<file path="src/rtl/stack_pkg.sv">
// stack_pkg -- shared types and helpers for the stack_param block.
//   op_e  : the per-edge operation decoded from {Pop, Push}
//   ptr_w : index width needed to address DEPTH entries
package stack_pkg;

  // Encoding matches {Pop, Push}, so the decode is a plain cast.
  typedef enum logic [1:0] {
    OP_NONE = 2'b00,
    OP_PUSH = 2'b01,
    OP_POP  = 2'b10,
    OP_SWAP = 2'b11
  } op_e;

  function automatic int ptr_w(input int depth);
    return (depth <= 2) ? 1 : $clog2(depth);
  endfunction

endpackage

</file>
<file path="src/rtl/stack_if.sv">
// stack_if -- request/response bundle of the stack.
//   Data_In, Push, Pop            : driven by the master (user of the stack)
//   Data_Out, Data_Valid, Top,
//   Count, Full, Empty,
//   Overflow, Underflow           : driven by the slave (stack_param)
// Count is ptr_w(DEPTH)+1 bits wide so that it can hold the value DEPTH.
interface stack_if
  import stack_pkg::*;
#(
  parameter int DATA_W = 4,
  parameter int DEPTH  = 8
);
  localparam int CW = ptr_w(DEPTH) + 1;

  logic [DATA_W-1:0] Data_In;
  logic              Push;
  logic              Pop;
  logic [DATA_W-1:0] Data_Out;
  logic              Data_Valid;
  logic [DATA_W-1:0] Top;
  logic [CW-1:0]     Count;
  logic              Full;
  logic              Empty;
  logic              Overflow;
  logic              Underflow;

  modport master (
    output Data_In, Push, Pop,
    input  Data_Out, Data_Valid, Top, Count, Full, Empty, Overflow, Underflow
  );

  modport slave (
    input  Data_In, Push, Pop,
    output Data_Out, Data_Valid, Top, Count, Full, Empty, Overflow, Underflow
  );
endinterface

</file>
<file path="src/rtl/stack_mem.sv">
// stack_mem -- DEPTH x DATA_W register array for the stack.
//   i_clk   : clock, write happens on rising edge
//   i_we    : write enable
//   i_waddr : write index
//   i_wdata : write data
//   i_raddr : read index
//   o_rdata : asynchronous read data
// Contents are never reset; only occupied entries are ever observed.
module stack_mem
  import stack_pkg::*;
#(
  parameter int DATA_W = 4,
  parameter int DEPTH  = 8,
  parameter int AW     = ptr_w(DEPTH)
) (
  input  logic              i_clk,
  input  logic              i_we,
  input  logic [AW-1:0]     i_waddr,
  input  logic [DATA_W-1:0] i_wdata,
  input  logic [AW-1:0]     i_raddr,
  output logic [DATA_W-1:0] o_rdata
);

  logic [DATA_W-1:0] r_mem [DEPTH];

  always_ff @(posedge i_clk) begin
    if (i_we) r_mem[i_waddr] <= i_wdata;
  end

  assign o_rdata = r_mem[i_raddr];

endmodule

</file>
<file path="src/rtl/stack_param.sv">
// stack_param -- parameterised LIFO stack with push/pop/swap.
//   Clk  : clock, all state changes on rising edge
//   RstN : synchronous active-low reset
//   bus  : stack_if.slave -- Data_In/Push/Pop in; Data_Out (registered),
//          Data_Valid (1-cycle pulse), Top (combinational peek, 0 when empty),
//          Count, Full, Empty, Overflow, Underflow out.
// Optional build macro STACK_ERR_FLAGS_EN: enables the sticky Overflow /
// Underflow error registers; without it both ports are constant 0.
module stack_param
  import stack_pkg::*;
#(
  parameter int DATA_W = 4,
  parameter int DEPTH  = 8
) (
  input logic   Clk,
  input logic   RstN,
  stack_if.slave bus
);

  localparam int AW = ptr_w(DEPTH);
  localparam int CW = AW + 1;
  localparam logic [CW-1:0] DEPTH_C = CW'(DEPTH);

  op_e               w_op;
  logic              w_full;
  logic              w_empty;
  logic [CW-1:0]     w_top_cnt;
  logic [AW-1:0]     w_top_idx;
  logic              w_we;
  logic [AW-1:0]     w_waddr;
  logic [DATA_W-1:0] w_rdata;

  logic [CW-1:0]     r_count;
  logic [DATA_W-1:0] r_dout;
  logic              r_dvalid;

  assign w_op    = op_e'({bus.Pop, bus.Push});
  assign w_full  = (r_count == DEPTH_C);
  assign w_empty = (r_count == '0);

  // Index of the top entry; only meaningful when not empty. At Count==DEPTH
  // the truncation to AW bits still lands on DEPTH-1.
  assign w_top_cnt = r_count - CW'(1);
  assign w_top_idx = w_top_cnt[AW-1:0];

  // Push writes the slot just above the top; swap overwrites the top itself.
  // Writes are suppressed while reset is asserted so reset always wins.
  always_comb begin
    w_we    = 1'b0;
    w_waddr = w_top_idx;
    if (RstN) begin
      case (w_op)
        OP_PUSH: begin
          w_we    = !w_full;
          w_waddr = r_count[AW-1:0];
        end
        OP_SWAP: begin
          w_we    = !w_empty;
          w_waddr = w_top_idx;
        end
        default: begin
          w_we    = 1'b0;
          w_waddr = w_top_idx;
        end
      endcase
    end
  end

  stack_mem #(
    .DATA_W (DATA_W),
    .DEPTH  (DEPTH),
    .AW     (AW)
  ) u_mem (
    .i_clk   (Clk),
    .i_we    (w_we),
    .i_waddr (w_waddr),
    .i_wdata (bus.Data_In),
    .i_raddr (w_top_idx),
    .o_rdata (w_rdata)
  );

  always_ff @(posedge Clk) begin
    if (!RstN) begin
      r_count  <= '0;
      r_dout   <= '0;
      r_dvalid <= 1'b0;
    end else begin
      r_dvalid <= 1'b0;
      case (w_op)
        OP_PUSH: begin
          if (!w_full) r_count <= r_count + CW'(1);
        end
        OP_POP: begin
          if (!w_empty) begin
            r_dout   <= w_rdata;
            r_dvalid <= 1'b1;
            r_count  <= w_top_cnt;
          end
        end
        OP_SWAP: begin
          // On an empty stack the incoming word goes straight to the output.
          r_dout   <= w_empty ? bus.Data_In : w_rdata;
          r_dvalid <= 1'b1;
        end
        default: begin
          r_dvalid <= 1'b0;
        end
      endcase
    end
  end

`ifdef STACK_ERR_FLAGS_EN
  logic r_ovf;
  logic r_unf;

  always_ff @(posedge Clk) begin
    if (!RstN) begin
      r_ovf <= 1'b0;
      r_unf <= 1'b0;
    end else begin
      if (w_op == OP_PUSH && w_full)  r_ovf <= 1'b1;
      if (w_op == OP_POP  && w_empty) r_unf <= 1'b1;
    end
  end

  assign bus.Overflow  = r_ovf;
  assign bus.Underflow = r_unf;
`else
  assign bus.Overflow  = 1'b0;
  assign bus.Underflow = 1'b0;
`endif

  assign bus.Data_Out   = r_dout;
  assign bus.Data_Valid = r_dvalid;
  assign bus.Top        = w_empty ? '0 : w_rdata;
  assign bus.Count      = r_count;
  assign bus.Full       = w_full;
  assign bus.Empty      = w_empty;

endmodule

</file>
<file path="src/flat_wrapper.sv">
// flat-port wrapper written by rule: the top's interface ports become plain ports
module stack_param_flat import stack_pkg::*;
#(
  parameter int DATA_W = 4,
  parameter int DEPTH  = 8
)
  (Clk, RstN, bus_Data_In, bus_Push, bus_Pop, bus_Data_Out, bus_Data_Valid, bus_Top, bus_Count, bus_Full, bus_Empty, bus_Overflow, bus_Underflow);
  stack_if #(.DATA_W(DATA_W), .DEPTH(DEPTH)) bus_i ();
  input logic Clk;
  input logic RstN;
  input wire logic [$bits(bus_i.Data_In)-1:0] bus_Data_In;
  input wire logic [$bits(bus_i.Push)-1:0] bus_Push;
  input wire logic [$bits(bus_i.Pop)-1:0] bus_Pop;
  output wire logic [$bits(bus_i.Data_Out)-1:0] bus_Data_Out;
  output wire logic [$bits(bus_i.Data_Valid)-1:0] bus_Data_Valid;
  output wire logic [$bits(bus_i.Top)-1:0] bus_Top;
  output wire logic [$bits(bus_i.Count)-1:0] bus_Count;
  output wire logic [$bits(bus_i.Full)-1:0] bus_Full;
  output wire logic [$bits(bus_i.Empty)-1:0] bus_Empty;
  output wire logic [$bits(bus_i.Overflow)-1:0] bus_Overflow;
  output wire logic [$bits(bus_i.Underflow)-1:0] bus_Underflow;
  assign bus_i.Data_In = bus_Data_In;
  assign bus_i.Push = bus_Push;
  assign bus_i.Pop = bus_Pop;
  assign bus_Data_Out = bus_i.Data_Out;
  assign bus_Data_Valid = bus_i.Data_Valid;
  assign bus_Top = bus_i.Top;
  assign bus_Count = bus_i.Count;
  assign bus_Full = bus_i.Full;
  assign bus_Empty = bus_i.Empty;
  assign bus_Overflow = bus_i.Overflow;
  assign bus_Underflow = bus_i.Underflow;
  stack_param #(.DATA_W(DATA_W), .DEPTH(DEPTH)) u_core (.Clk(Clk), .RstN(RstN), .bus(bus_i));
endmodule
</file>
<file path="config.mk">
export PLATFORM = sky130hd
export DESIGN_NAME = stack_param_flat
export DESIGN_NICKNAME = d
export VERILOG_FILES = /design/src/rtl/stack_pkg.sv /design/src/rtl/stack_if.sv /design/src/rtl/stack_mem.sv /design/src/rtl/stack_param.sv /design/src/flat_wrapper.sv
export SDC_FILE = /design/constraint.sdc
export NUM_CORES = 1
export LEC_CHECK = 0
export BUFFER_PORTS_ARGS = -buffer_cell sky130_fd_sc_hd__buf_2
export CORE_MARGIN = 1.5
export CORE_UTILIZATION = 53
export CTS_BUF_LIST = sky130_fd_sc_hd__clkbuf_8
export CTS_CLUSTER_SIZE = 28
export DETAILED_ROUTE_END_ITERATION = 8
export PLACE_DENSITY = 0.82
export SLEW_MARGIN = 20
export SYNTH_ARGS = -nofsm -noshare
export SYNTH_HDL_FRONTEND = slang
export SYNTH_SLANG_ARGS = --single-unit
</file>
<file path="constraint.sdc">
create_clock -name Clk -period 2.3 [get_ports Clk]
set_clock_uncertainty 0.15 [all_clocks]
set_input_delay 0 -clock Clk [delete_from_list [all_inputs] [get_ports Clk]]
set_output_delay 0 -clock Clk [all_outputs]
set_load 0.02 [all_outputs]
</file>
Word-level counts from Yosys, hierarchy flattened

Memories as Yosys holds them, arrays and structs flattened.
Cells that the tools add are included.

Latch bits: 0
Memories: 1
Register bits after elaboration: 9
Output and inout port bits: 17
Word-level logic and storage cells: 34
ROM bits: 0
RAM bits: 32

Memory list:

| name               | words | width | read ports | clocked after Yosys merged registers in | write ports | RTL line        | source |
|---|---|---|---|---|---|---|---|
| u_core.u_mem.r_mem | 8     | 4     | 1          | 0                                       | 1           | stack_mem.sv:24 | `logic [DATA_W-1:0] r_mem [DEPTH];` |

Shift operators: 0
$add $sub $neg: 2
Multiplexer cells: 15
Bitwise logic cells: 0
$lt $le $gt $ge: 0
Multipliers: 0
Eq/ne operators: 6
Reduce and logical (&&, ||, !) cells: 7
Div/mod/pow operators: 0

Operators by type and width:

| cell                  | number |
|---|---|
| $mux W4               | 5 |
| $pmux W4 S2           | 2 |
| $mux W3               | 2 |
| $add A4 B1 Y4 const B | 1 |
| $eq A2 B2 Y1 const B  | 2 |
| $eq A4 B4 Y1 const B  | 1 |
| $logic_not A4 Y1      | 1 |
| $mux W1               | 4 |
| $ne A2 B2 Y1 const B  | 2 |
| $pmux W1 S2           | 2 |
| $reduce_bool A2 Y1    | 2 |
| $sub A4 B1 Y4 const B | 1 |
| $reduce_and A3 Y1     | 1 |
| $eq A2 B1 Y1 const B  | 1 |
| $logic_not A1 Y1      | 2 |
| $reduce_and A2 Y1     | 1 |

Logic depth before layout (Yosys ltp)

Depth in word-level cells: 6
Gate-level depth with buffers: 8
Depth with buffers taken out: 6

By module

A second synthesis with hierarchy kept.

Cells, all modules: 139
Area, all modules: 1974.4 µm²

By module, submodules not included:

| module      | cells each | instances | area an instance (µm²) |
|---|---|---|---|
| stack_mem   | 59         | 1         | 1290.0 |
| stack_param | 80         | 1         | 684.4 |

Worst setup path after synthesis

OpenSTA, ideal clock, no wires.

Path kind: register to register
Start: reg u_core.r_count[0] (netlist: u_core.bus.Count[0])
End: mem u_core.u_mem.r_mem[7][0], enable pin
Data arrival time: 2.119 ns
Buffers on the path: 2
Setup slack: -0.330 ns
Library setup time: 0.361 ns
Clock period less this slack: 2.630 ns
Stages on the path, launching flop included: 9
Path through: dfxtp_1 > clkbuf_1 > inv_2 > ha_1 > buf_4 > and3b_1 > o21ai_0 > mux2_2 > nor3_1

Longest elaborated chain between the ends: 6

RTL lines:

| item                          | RTL line           | source |
|---|---|---|
| start: declaration            | stack_param.sv:33  | `logic [CW-1:0] r_count;` |
| start signal: assignment      | stack_param.sv:91  | `if (!w_full) r_count <= r_count + CW'(1);` |
| start signal: assignment      | stack_param.sv:97  | `r_count <= w_top_cnt;` |
| $eq A4 B4 Y1                  | stack_param.sv:38  | `assign w_full = (r_count == DEPTH_C);` |
| named net bus_Full            | flat_wrapper.sv:18 | `output wire logic [$bits(bus_i.Full)-1:0] bus_Full;` |
| $logic_not A1 Y1              | stack_param.sv:54  | `w_we = !w_full;` |
| $pmux W1 S2                   | stack_param.sv:52  | `case (w_op)` |
| $mux W1                       | stack_param.sv:51  | `if (RstN) begin` |
| $mux W1                       | stack_mem.sv:27    | `if (i_we) r_mem[i_waddr] <= i_wdata;` |
| $mux W1 (implied by the code) | stack_mem.sv:27    |  |
| end: declaration              | stack_mem.sv:24    |  |

The timed path passes the listed nets, and every way through them passes these cells.

Worst setup path in the final report

Start: reg u_core.r_count[0] (netlist: u_core.bus.Count[0])
End: out bus_Top[1]

Longest elaborated chain between the ends: 3

RTL lines:

| item             | RTL line           | source |
|---|---|---|
| $sub A4 B1 Y4    | stack_param.sv:43  | `assign w_top_cnt = r_count - CW'(1);` |
| $mem_v2 Z8 W4    | --                 |  |
| $mux W4 (*)      | stack_param.sv:135 | `assign bus.Top = w_empty ? '0 : w_rdata;` |
| end: declaration | flat_wrapper.sv:16 | `output wire logic [$bits(bus_i.Top)-1:0] bus_Top;` |

Mark *: on every way between the ends. The rest lies on a longest branch, timed or not.

==> results by stage <==
Placed design:
- Counting tap cells, the placed design contains a total of 212 instances.
- The wire-length estimate of the detail-placed layout is about 2800 microns.
- The pre-CTS setup slack is 4.12 ps.
- During placement, the flow inserted port buffers numbering 22.
- The global placement routability congestion is 0.783.
- Summing all placed instances gives a cell area of between 0.002 and 0.0025 sq mm.

Drt:
- The number of detailed-routing iterations run before antenna repair is 4.
- Dividing the detail-routed wire length by the instance count gives 18.3 microns.
- The average vias per placed instance is 5.75.
- After detailed routing, the number of remaining DRC violations is 0.
- For this block, the initial DRC count from the detailed router was 133.
- The overall routed net length is 4170 microns.
- The residual antenna-violating net count after detailed routing is 0.
- The overall via count from detail_route is roughly 1,300.

Clocking:
- In this run the number of H-tree levels came out at 2.
- The CTS root buffer is sky130_fd_sc_hd__clkbuf_8.
- Clock tree synthesis inserted a total of 5 buffers.
- For this design, the sink count on the clock tree is 41.
- The insertion delay of the later-clocked pin in the worst-skew pair is 300 ps.
- TritonCTS built the clock tree.
- The longest clock path from root to sink contains 2 buffers.
- After clock tree synthesis, the clock-pin slew on the worst setup and hold paths is 70 ps.

Floorplan:
- The vertical die dimension is 63.6 microns.
- The initial utilization of the core area, before any placement, comes to a little under three fifths.
- The area of the die is between 0.004 and 0.005 sq mm.
- The die width is between 60 and 70 microns.
- The core region is between 0.003 and 0.004 sq mm.
- The floorplan has 21 rows.
- During I/O placement, the number of pins put on the boundary was 25.

Critical path:
- STA classifies the critical path endpoint as an output pin.
- STA puts the critical path data required time at between 2000 and 2500 ps.
- The standard cell with the maximum stage delay on the critical path is sky130_fd_sc_hd__mux4_1.
- Walking the worst path, the cells encountered are inv_4 > ha_4 > inv_6 > mux4_1 > mux2i_1 > nor2_1 > buf_2.
- The worst setup path is launched from a flip-flop.
- The longest individual stage delay on the worst path is just under 600 ps.
- The data arrival time at the worst-slack endpoint is between 2000 and 2500 ps.
- In this run the worst path has a maximum fanout of 9.
- The critical path in this run is classified as reg -> out.

Worst hold path:
- In this run the worst hold path is classified as in -> reg.

Finish:
- In the layout the commonest cells are sky130_fd_sc_hd__edfxtp_1, sky130_fd_sc_hd__buf_2, sky130_fd_sc_hd__nor2_1.
- After the last flow step, the layout net total stands at approximately 190.
- The fill cell total of the finished layout is ~220.
- Measured on the finished design, the core utilization comes to around 70%.
- After routing the design area is roughly 0.0024 sq mm.
- In the final layout, the multi-input gates occupy ~800 sq um.
- In the final layout, the share of cells above drive strength 1 is about a third.
- The most frequent standard cell in the layout excluding fill and tap cells is sky130_fd_sc_hd__edfxtp_1.
- 0 antenna diodes ended up in the layout.
- The non-filler instance count after layout is approximately 230.
- The sequential cell area is approximately 0.0011 sq mm.
- Compared with the post-synthesis result, the final layout area differs by 22.7%.

Synth:
- Yosys attributes the largest share of cell area to sky130_fd_sc_hd__edfxtp_1, sky130_fd_sc_hd__dfxtp_1, sky130_fd_sc_hd__mux4_1, sky130_fd_sc_hd__mux4_2, sky130_fd_sc_hd__mux2i_1.
- For this run, the register share of the synthesized area comes to around three fifths.
- Summing the areas of all compound-gate instances in the mapped netlist gives about 8% of the synthesized area.
- The mean cell area of the mapped netlist is 13.2 sq um.
- The xor and xnor fraction of the mapped netlist area is under 10%.
- Summed over all instances, the cell type with the most area after synthesis is sky130_fd_sc_hd__edfxtp_1.
- The synthesized netlist contains 41 unique library cells.
- The post-synthesis cell count is ~150.
- The number of synthesis warnings is 0.
- Summed over its instances, the top area cell type makes up ~49% of the synthesized netlist area.
- The mux share of post-synthesis cell area is 14.3%.
- After synthesis the cells add up to 0.00195 sq mm.
- Summing the areas of all and, or, nand and nor instances in the mapped netlist gives roughly a tenth of the synthesized area.
- By area, the combinational part of the netlist is dominated by multiplexers.
- Synthesis inferred between 40 and 50 register bits.
- The fraction of the mapped netlist area in adder cells is roughly 1.3%.

STA:
- The shortest clock period the worst path allows after layout is about 2300 ps.
- After layout, the worst setup slack is ~42 ps.
- The total negative slack is 0 ps.
- The fmax is between 400 and 500 MHz.
- The final worst-path cycle share is 98.2%.
- The worst pin sits at a relative slew slack of between 50% and 60%.
- The number of max-slew violations in the final report was 0.
- The hold violation total from the final report is 0.
- Setup violations remaining at the end of the flow were counted as 0.
- At the pin with the least slew margin, the transition time is ~600 ps.

Run:
- The max-capacitance violation count is 0.

GRT:
- The number of antenna violations at the first check in global routing was 0.
- The maximum number of pins on one net before global-route repair is 18.
- The first global-routing pass estimated ~6600 microns of wire.
- The number of global-route vias before repair is roughly 1,300.
- In the global route stage, overall resource usage came out at between 20 and 25%.
- The total grt overflow is 0.

Power:
- Across the VDD grid, the largest voltage drop is about 0.42 mV.
- The reported leakage power is approximately 0.0009 uW.
- The power density normalized to cell area is 976 mW/mm^2.

Outcome:
- The flow ran to the end, and the final reports show no timing, DRC or antenna violations.
==> routing by layer <==
layer	track usage, %	vias up	wire (microns)
met3	4.11	13	225
met2	36.1	56	2160
met4	11.7	0	104
li1	-	617	-
met5	0	-	0
met1	29.1	624	1680
==> stage by stage <==
step                power [uW]  hold WS, ps
floorplan                 1470        -51.1
detailed placement        1660          155
global route              2430         99.4
CTS                       2260         53.9
global placement          1620          134
finish                    2330         59.3
==> worst paths after layout <==
check / startpoint / to / slack, ps / cells after the start
min reg2reg: u_core.bus.Data_Out[2] / u_core.bus.Data_Out[2] / 320 / 2
max reg2reg: u_core.bus.Count[1] / u_core.u_mem.r_mem[0][2] / 180 / 6
min: bus_Pop / u_core.bus.Data_Valid / 60 / 3
max: u_core.bus.Count[0] / bus_Top[1] / 40 / 7
==> critical path: cells and delay by family (launching register included) <==
kind | cells | cell delay (ps)
and+or+nand+nor | 1 | 80
DFF | 1 | 360
muxes | 2 | 810
buffers and inverters | 3 | 320
adders and majority gates | 1 | 250
==> registers in the layout (all words and copies together), names as in the netlist <==
register	cells
u_core.u_mem.r_mem	32
u_core.bus.Data_Out	4
u_core.bus.Count	4
u_core.bus.Data_Valid	1
==> layout make-up <==
type                    instances  area share, %
well taps                      46           2.41
clock buffers                   5           2.88
inverters                       9           1.73
flip-flops and latches         41           47.9
multi-input cells              89           34.0
clock inverters                 3           1.83
repair buffers                 35           9.22
==> where the power goes <==
part	switching (uW)	leakage, uW	internal, uW
Combinational	491	0.000494	386
Sequential	26.0	0.000364	845
Clock	256	0.0000585	325
==> repair_timing <==
action / in CTS / in global routing
hold buffers: 5 / 0
gates cloned: 0 / 1
endpoints found under the hold margin: 38 / 0
setup endpoints to repair: 7 / 10
buffers inserted: 0 / 2
resized for setup: 3 / 3
==> synth_stat cells (all sizes together) <==
cell and instances:
edfxtp 32, nor2 11, dfxtp 9, inv 9
o21ai 9, mux4 8, buf 7, nand2 7
mux2i 6, a221oi 4, nand3 4, nor3 4
a21oi 3, clkbuf 3, nand2b 3, nor2b 3
xor2 3, ha 2, mux2 2, nor3b 2
xnor2 2, a211o 1, a211oi 1, a21o 1
a22oi 1, and3 1, and3b 1, conb 1
nand3b 1, o22ai 1, o31ai 1, o32a 1
o32ai 1, or2 1, or3 1
==> logic make-up (layout without fill, tap and decap cells) <==
logic type / count (synthesis) / after routing
other cells: 1 / 2
simple gates: 39 / 39
fa+ha+maj: 2 / 2
compound gates: 24 / 24
buf+inv: 19 / 52
mux: 16 / 16
flops: 41 / 41
xor+xnor: 5 / 6
Power figures use the tool's default switching activity.
